==> config.mk <==
export PLATFORM = sky130hd
export DESIGN_NAME = event_pacer
export DESIGN_NICKNAME = d
export VERILOG_FILES = /design/src/rtl/event_pacer.sv
export SDC_FILE = /design/constraint.sdc
export NUM_CORES = 1
export LEC_CHECK = 0
export CORE_AREA = 10 10 47 49
export DETAILED_ROUTE_END_ITERATION = 10
export DIE_AREA = 0 0 57 59
export GPL_TIMING_DRIVEN = 0
export REMOVE_ABC_BUFFERS = 1
export SETUP_SLACK_MARGIN = 0.4
export SKIP_LAST_GASP = 1
export SYNTH_ARGS = -nofsm -noshare
export SYNTH_HDL_FRONTEND = slang
export SYNTH_SLANG_ARGS = --single-unit
export TNS_END_PERCENT = 30
==> constraint.sdc <==
create_clock -name clk_s -period 5.6 [get_ports clk_s]
set_clock_uncertainty 0.1 [all_clocks]
set_input_delay 1.12 -clock clk_s [delete_from_list [all_inputs] [get_ports clk_s]]
set_output_delay 1.12 -clock clk_s [all_outputs]
set_load 0.02 [all_outputs]
==> src/rtl/event_pacer.sv <==
// Queues event requests in the clk_s domain and replays them on event_s as
// registered pulses separated by low gaps, one rising edge per event.
module event_pacer #(
   parameter int unsigned CNT_W    = 4,
   parameter int unsigned HIGH_CYC = 1,
   parameter int unsigned GAP_CYC  = 1
) (
   input  logic             clk_s,
   input  logic             rstn_s,
   input  logic             evt_req,
   input  logic             clr,
   output logic             event_s,
   output logic [CNT_W-1:0] pending,
   output logic             overflow,
   output logic             busy
);

   localparam int unsigned TMR_MAX = (HIGH_CYC > GAP_CYC) ? HIGH_CYC : GAP_CYC;
   localparam int unsigned TMR_W   = (TMR_MAX > 1) ? $clog2(TMR_MAX) : 1;

   localparam logic [TMR_W-1:0] HIGH_LD  = TMR_W'(HIGH_CYC - 1);
   localparam logic [TMR_W-1:0] GAP_LD   = TMR_W'(GAP_CYC - 1);
   localparam logic [CNT_W-1:0] PEND_MAX = '1;

   localparam logic [1:0] ST_IDLE = 2'd0;
   localparam logic [1:0] ST_HIGH = 2'd1;
   localparam logic [1:0] ST_GAP  = 2'd2;

   logic [1:0]       state_q,    state_d;
   logic [TMR_W-1:0] timer_q,    timer_d;
   logic             event_q,    event_d;
   logic [CNT_W-1:0] pending_q,  pending_d;
   logic             overflow_q, overflow_d;
   logic             launch;

   // State, pulse and queue registers
   always_ff @(posedge clk_s or negedge rstn_s) begin
      if (!rstn_s) begin
         state_q    <= ST_IDLE;
         timer_q    <= '0;
         event_q    <= 1'b0;
         pending_q  <= '0;
         overflow_q <= 1'b0;
      end else begin
         state_q    <= state_d;
         timer_q    <= timer_d;
         event_q    <= event_d;
         pending_q  <= pending_d;
         overflow_q <= overflow_d;
      end
   end

   // Pulse timing FSM plus pending counter; a launch pops one queued event
   always_comb begin
      state_d    = state_q;
      timer_d    = timer_q;
      event_d    = event_q;
      pending_d  = pending_q;
      overflow_d = overflow_q;
      launch     = 1'b0;

      case (state_q)
         ST_IDLE: begin
            if (pending_q != '0) launch = 1'b1;
         end
         ST_HIGH: begin
            if (timer_q == '0) begin
               state_d = ST_GAP;
               event_d = 1'b0;
               timer_d = GAP_LD;
            end else begin
               timer_d = timer_q - TMR_W'(1);
            end
         end
         ST_GAP: begin
            if (timer_q == '0) begin
               if (pending_q != '0) launch  = 1'b1;
               else                 state_d = ST_IDLE;
            end else begin
               timer_d = timer_q - TMR_W'(1);
            end
         end
         default: begin
            state_d = ST_IDLE;
            event_d = 1'b0;
            timer_d = '0;
         end
      endcase

      if (launch) begin
         state_d = ST_HIGH;
         event_d = 1'b1;
         timer_d = HIGH_LD;
      end

      // A request coinciding with a launch nets to zero and is never dropped
      if (evt_req && !launch) begin
         if (pending_q == PEND_MAX) overflow_d = 1'b1;
         else                       pending_d  = pending_q + CNT_W'(1);
      end else if (!evt_req && launch) begin
         pending_d = pending_q - CNT_W'(1);
      end

      if (clr) begin
         state_d    = ST_IDLE;
         timer_d    = '0;
         event_d    = 1'b0;
         pending_d  = '0;
         overflow_d = 1'b0;
      end
   end

   assign event_s  = event_q;
   assign pending  = pending_q;
   assign overflow = overflow_q;
   assign busy     = (state_q != ST_IDLE) || (pending_q != '0);

endmodule
# Word level (Yosys, flattened, before mapping)
# Index checks and enable logic that the tools add are counted.
# Widths: inputs -> output; s select.
# word_totals
wordCells,58
output_inout_bits,7
regBits,9
input_bits,4
# classes
n_reduce_logical,17
n_addsub,3
muxes,24
n_eq_ne,9
# ops
cell,count
$mux 4,4
$ne 4x4->1 const B,3
$mux 1,11
$mux 2,5
$ne 3x3->1 const B,2
$pmux 1 s2,3
$pmux 2 s3,1
$reduce_and 2->1,3
$reduce_bool 2->1,3
$add 4x1->4 const B,1
$eq 4x4->1 const B,1
$reduce_and 4->1,1
$reduce_bool 4->1,1
$reduce_or 2->1,2
$sub 4x1->4 const B,1
$ne 3x1->1 const B,1
$reduce_bool 3->1,1
$eq 2x1->1 const B,1
$eq 2x2->1 const B,1
$logic_and 1x1->1,2
$logic_not 1->1,2
$logic_not 2->1,1
$logic_or 1x1->1,1
$sub 1x1->1 const B,1

# Logic depth before layout (Yosys ltp)
# Gate-level depths: netlist (run 1).
# depth
ltp_word,8
mapped_depth,9
depth_no_buf,8

# Least setup slack after synthesis (run 1)
# OpenSTA, ideal clock, no wires.
# synth_path
path_type,register -> output
from,register pending_q[1] (netlist: pending[1])
to,output port busy
setup_slack_ns,2.796
path_stages_with_launch,4
t_arrival_ns,1.584
n_path_buf,1
t_required_ns,4.380
cell_sequence,dfrtp_1 > or4_1 > buf_2 > or3_1
# synth_via
elab_chain_cells,2
# synth_rtl
item,line_no,text
"start, declared",32,"logic [CNT_W-1:0] pending_q, pending_d;"
"start signal, assigned",48,pending_q <= pending_d;
$reduce_bool 4->1,116,assign busy = (state_q != ST_IDLE) || (pending_q != '0);
$logic_or 1x1->1,116,
"end, declared",15,output logic busy
# No other way between the ends.

# Final worst setup path (run 1)
# Ends and elaborated chain as after synthesis.

==> results of run 1 <==
critical path: stages (launching register included):
cell,delay (ns)
dfrtp_1,0.44
or4_1,0.72
or3_1,0.36
clkdlybuf4s50_1,0.54
per-layer routing:
| metal | track usage, % | share of wire (%) | vias to the layer above |
|---|---|---|---|
| met1 | 7.44 | 42 | 208 |
| li1 | - | - | 220 |
| met5 | 0 | 0 | - |
| met2 | 13.2 | 52 | 7 |
| met4 | 2.01 | 0.59 | 0 |
| met3 | 4.51 | 5.7 | 2 |
Yosys cell counts (all sizes together):
cell type and n:
a2111oi 1, a21boi 1, a21oi 3, a31oi 3, and4 2, buf 1, clkbuf 2, dfrtp 8
ha 2, inv 3, mux2 1, mux2i 1, nand2 2, nand2b 1, nand3 1, nand4 1
nor2 4, nor3 3, nor3b 1, o21a 1, o21ai 7, or3 3, or4 1
report_power, final:
group	total [uW]	internal (uW)	switching (uW)
clock network	44.1	24.5	19.6
logic	219	100	118
registers	107	78.3	28.9
cell type report:
| type | instances | area (um^2) | share of cell area (%) |
|---|---|---|---|
| timing repair buffer | 10 | 100 | 16.1 |
| inverter | 3 | 11.3 | 1.81 |
| multi-input combinational | 39 | 269 | 43.2 |
| tap | 16 | 20.0 | 3.21 |
| clock buffer | 3 | 22.5 | 3.61 |
| sequential | 8 | 200 | 32.1 |
registers in the layout (all words and copies together) (netlist names):
name	flops
state_q	2
pending	4
overflow	1
event_s	1
stage by stage:
step           std cells  power, uW  cell area, um^2  util, %  setup slack, ns
6_report              79        370              623     44.5             2.06
5_1_grt               79        407              623     44.5             1.92
4_1_cts               79        374              623     44.5             2.04
3_5_place_dp          76        328              601     42.9             2.31
3_3_place_gp          76        323              601     42.9             2.32
2_1_floorplan         50        248              480        -             2.76
final timing paths:
check                                       start                     end  slack (ns)  depth (start not counted)
hold / removal             state_q[1]$_DFFE_PN0P_  state_q[1]$_DFFE_PN0P_        0.32                          1
setup reg to reg           pending[1]$_DFFE_PN0P_  pending[3]$_DFFE_PN0P_        2.91                          8
max in group asynchronous                  rstn_s  pending[2]$_DFFE_PN0P_        4.07                          1
hold reg to reg            state_q[1]$_DFFE_PN0P_  state_q[1]$_DFFE_PN0P_        0.32                          1
setup / recovery           pending[1]$_DFFE_PN0P_                    busy        2.06                          3
min in group asynchronous                  rstn_s  state_q[0]$_DFFE_PN0P_        1.05                          1
cell families after synthesis:
kind of cell / synth area share, %
AOI/OAI and AO/OA: 22.6
adders and majority gates: 5.08
buffers and inverters: 4.82
DFF: 40.6
muxes: 4.31
and+or+nand+nor: 22.6
==> run metrics, run 1 <==
via count 437; most frequent cells in the layout clkdlybuf4s50_1 (10), dfrtp_1 (8), o21ai_0 (7), nor2_1 (4); PostCTS Resize Cnt 0; worst slew pin tran 0.385 ns; Die X 57 um; post-DR wirelength/cell roughly 15 um; Final Setup Violations 0; min Tclk post-route 3.54 ns; IO Pins 11; total wire length 1180 um; die height between 50 and 60 um; FF+latch count, synth 8; grt ovf 0; Die ar. 3360 um^2; CTS H-tree lvls 1; worst min-delay path class flip-flop to flip-flop; GPL Wtd Cong 0.783; fill cell count 138; post-CTS setup buffer count 0; share of post-route cells with drive strength above 1 approximately a tenth; Tcrit/Tclk final roughly 63%; layout overhead on the synthesized area 26.4%; critical path required time 4.38 ns; MaxCap Viol Count 0; # diodes 0; Synth cell types 23; total leakage power 0.000257 uW; crit end category output pin; Crit path arrival time 2.32 ns; drt pass-1 iters 2; Peak supply drop 0.208 mV; most common cell after layout, fill and taps aside clkdlybuf4s50_1; core footprint 1400 um^2; antenna violations before repair 0; Cell Pwr Density between 500 and 600 nW/um^2; # DRC 0; first-pass GRT wire length roughly 2100 um; Final Max Slew Viols 0; Fin Hold WS 0.319 ns; clock slew at reported path FFs roughly 0.05 ns; Max Freq 283 MHz; Antenna Nets Post-Route 0; Iter 0 DRT Violations 10; final hold vios 0; ranking of synthesized cells by area dfrtp_1 (41%), o21ai_0 (7.1%), a2111oi_4 (5.6%), ha_1 (5.1%), a31oi_1 (3.8%); CTS tree done; clock buffer depth 2; status finished, final reports clean; Slew HR 74.2%; PortBufs 10; Skew-Pair Late Insertion Delay 0.26 ns; row cnt 14; Synth Warn # 0; Initial Util 35.2%; Tot GR Track Use under 10%; syn_area_per_cell 9.30 um^2; critical path type flip-flop to output pin; Final TNS setup 0 ns; vias in the first global route ~460; largest net degree at the start of global routing 10; RSZ-0062 raised after global routing no; Synth Instances 53; mapped cell area approximately 500 um^2; share of the synthesized area in the top cell type approximately 40%; Vias/cell 5.53; clock sink count 8; cts-stage hold buffer count 0; kind of start point of the critical path flip-flop; Clock Tree Root clkbuf_4; CP max FO 8; Nets 71; cts bufs inserted 3; Yosys top cell by area dfrtp_1; estimated wirelength of the detail-placed design 923 um; post-synthesis sequential area ratio 40.6%
(Power assumes the default switching activity.)
==> run 2, diff against run 1 <==
Clock period 5.6 ns to 3.3 ns, I/O delays scaled along.
==> run 2 against run 1 <==
Compared with the run above:
- clock power is 66% higher
- global-route usage about the same
- total power is 70% higher
- setup slack got worse by 1.5 ns
- critical path depth did not move
- hold slack gained 0.0013 ns
- sequential share of layout area is 0.13 points lower
- sequential power is 72% higher
- die area unchanged
- via count is 2.5% higher
==> run metrics, run 2 (synthesis results as in run 1) <==
Final Max Slew Viols 0; core footprint 1400 um^2; clock buffer depth 2; post-placement worst setup slack between 0.4 and 0.5 ns; cts-stage hold buffer count 0; min Tclk post-route 2.73 ns; antenna violations before repair 0; grt ovf 0; worst flop-to-flop path startpoint pending[1]$_DFFE_PN0P_; most frequent cells in the layout clkdlybuf4s50_1 (9), dfrtp_1 (8), o21ai_0 (7), nor2_1 (4); Clock Tree Root clkbuf_4; cts bufs inserted 3; largest stage delay on the critical path 0.63 ns; crit end category output pin; total leakage power 0.000258 uW; Max Freq 366 MHz; row cnt 14; CTS tree done; CTS H-tree lvls 1; Initial Util between 30% and 40%; cell depth of the worst flop-to-flop path 8; Hold Crit Depth 1; post-CTS setup buffer count 0; Final Setup Violations 0; largest net degree at the start of global routing 10; kind of start point of the critical path flip-flop; vias in the first global route 461; via count 448; final hold vios 0; Cell Pwr Density 1010 nW/um^2; Vias/cell 5.67; Antenna Nets Post-Route 0; fill cell count 140; Crit path arrival time a little under 2 ns; status finished, final reports clean; worst slew pin tran 0.387 ns; worst setup margin 0.567 ns; Worst R2R Setup Slack 0.73 ns; CP max FO 8; RSZ-0062 raised after global routing no; post-DR wirelength/cell 14.8 um; clock sink count 8; IO Pins 11; critical path type flip-flop to output pin; share of post-route cells with drive strength above 1 11.1%; Iter 0 DRT Violations 9; Nets 71; GPL Wtd Cong 0.783; die height 59 um; cells along the critical path or4_4, or3_1, dlygate4sd2_1; clock slew at reported path FFs 0.05 ns; layout overhead on the synthesized area 26.9%; first-pass GRT wire length 2070 um; Tot GR Track Use 7.59%; hold path startpoint state_q[1]$_DFFE_PN0P_; Tcrit/Tclk final between 80% and 90%; RR Endpoint pending[3]$_DFFE_PN0P_; PortBufs 10; Power, Total 629 uW; critical path required time 2.54 ns; MaxCap Viol Count 0; max reg flops 4; total wire length around 1200 um; Die X 57 um; # DRC 0; # diodes 0; Hold Crit Endpoint state_q[1]$_DFFE_PN0P_; Slew HR 74.1%; most common cell after layout, fill and taps aside clkdlybuf4s50_1; estimated wirelength of the detail-placed design 923 um; slowest CP cell or4_4; Skew-Pair Late Insertion Delay 0.25 ns; Peak supply drop 0.335 mV; worst min-delay path class flip-flop to flip-flop; Final TNS setup 0 ns; Die ar. 3360 um^2; drt pass-1 iters 4; Post-Route Utilization approximately 45%
[run 2: cell count changes in the layout (fill, tap and decap cells not counted), sizes merged]
cell	previous run	this run
clkdlybuf4s50	10	9
dlygate4sd2	0	1
[run 2: metrics by stage]
step | hold slack (ns) | instances | instance area (um^2)
5_1_grt | 0.345 | 79 | 626
3_5_place_dp | 0.316 | 76 | 601
6_report | 0.321 | 79 | 626
3_3_place_gp | 0.316 | 76 | 601
4_1_cts | 0.323 | 79 | 626
2_1_floorplan | 0.264 | 50 | 480
[run 2: area by class of cell]
class                      count  area [um^2]  area share [%]
clock buffer                   3         22.5            3.60
tap                           16         20.0            3.20
sequential                     8          200            32.0
multi-input combinational     39          273            43.6
timing repair buffer          10         98.8            15.8
inverter                       3         11.3            1.80
[run 2: critical path: cells and delay by family (launching register included)]
family                 cells  cell delay [ns]
and+or+nand+nor            2             0.95
buffers and inverters      1             0.32
DFF                        1             0.45
[run 2: timing repair]
item | in CTS | in global routing
hold endpoints to repair | 0 | 0
resized for setup | 2 | 0
endpoints found under the setup margin | 1 | 0
[run 2: worst max-delay path by stage]
stage                                start                     end  slack [ns]  cells past startpoint
finish              pending[1]$_DFFE_PN0P_                    busy        0.57                      3
global route        pending[1]$_DFFE_PN0P_                    busy        0.45                      3
CTS                 pending[1]$_DFFE_PN0P_                    busy        0.54                      3
detailed placement  pending[1]$_DFFE_PN0P_                    busy        0.47                      3
global placement    pending[1]$_DFFE_PN0P_                    busy        0.48                      3
floorplan           pending[1]$_DFFE_PN0P_  pending[3]$_DFFE_PN0P_        0.75                      8
[run 2: power by group]
part	internal (uW)	switching [uW]
combinational	171	201
clock	41.5	31.8
sequential	133	50.7
[run 2: routing by layer]
layer / up-vias / wire [um] / GRT usage, %
met2: 9 / 617 / 13.3
met4: 0 / 0 / 2.01
met3: 0 / 66 / 4.51
li1: 220 / - / -
met5: - / 0 / 0
met1: 219 / 487 / 7.44
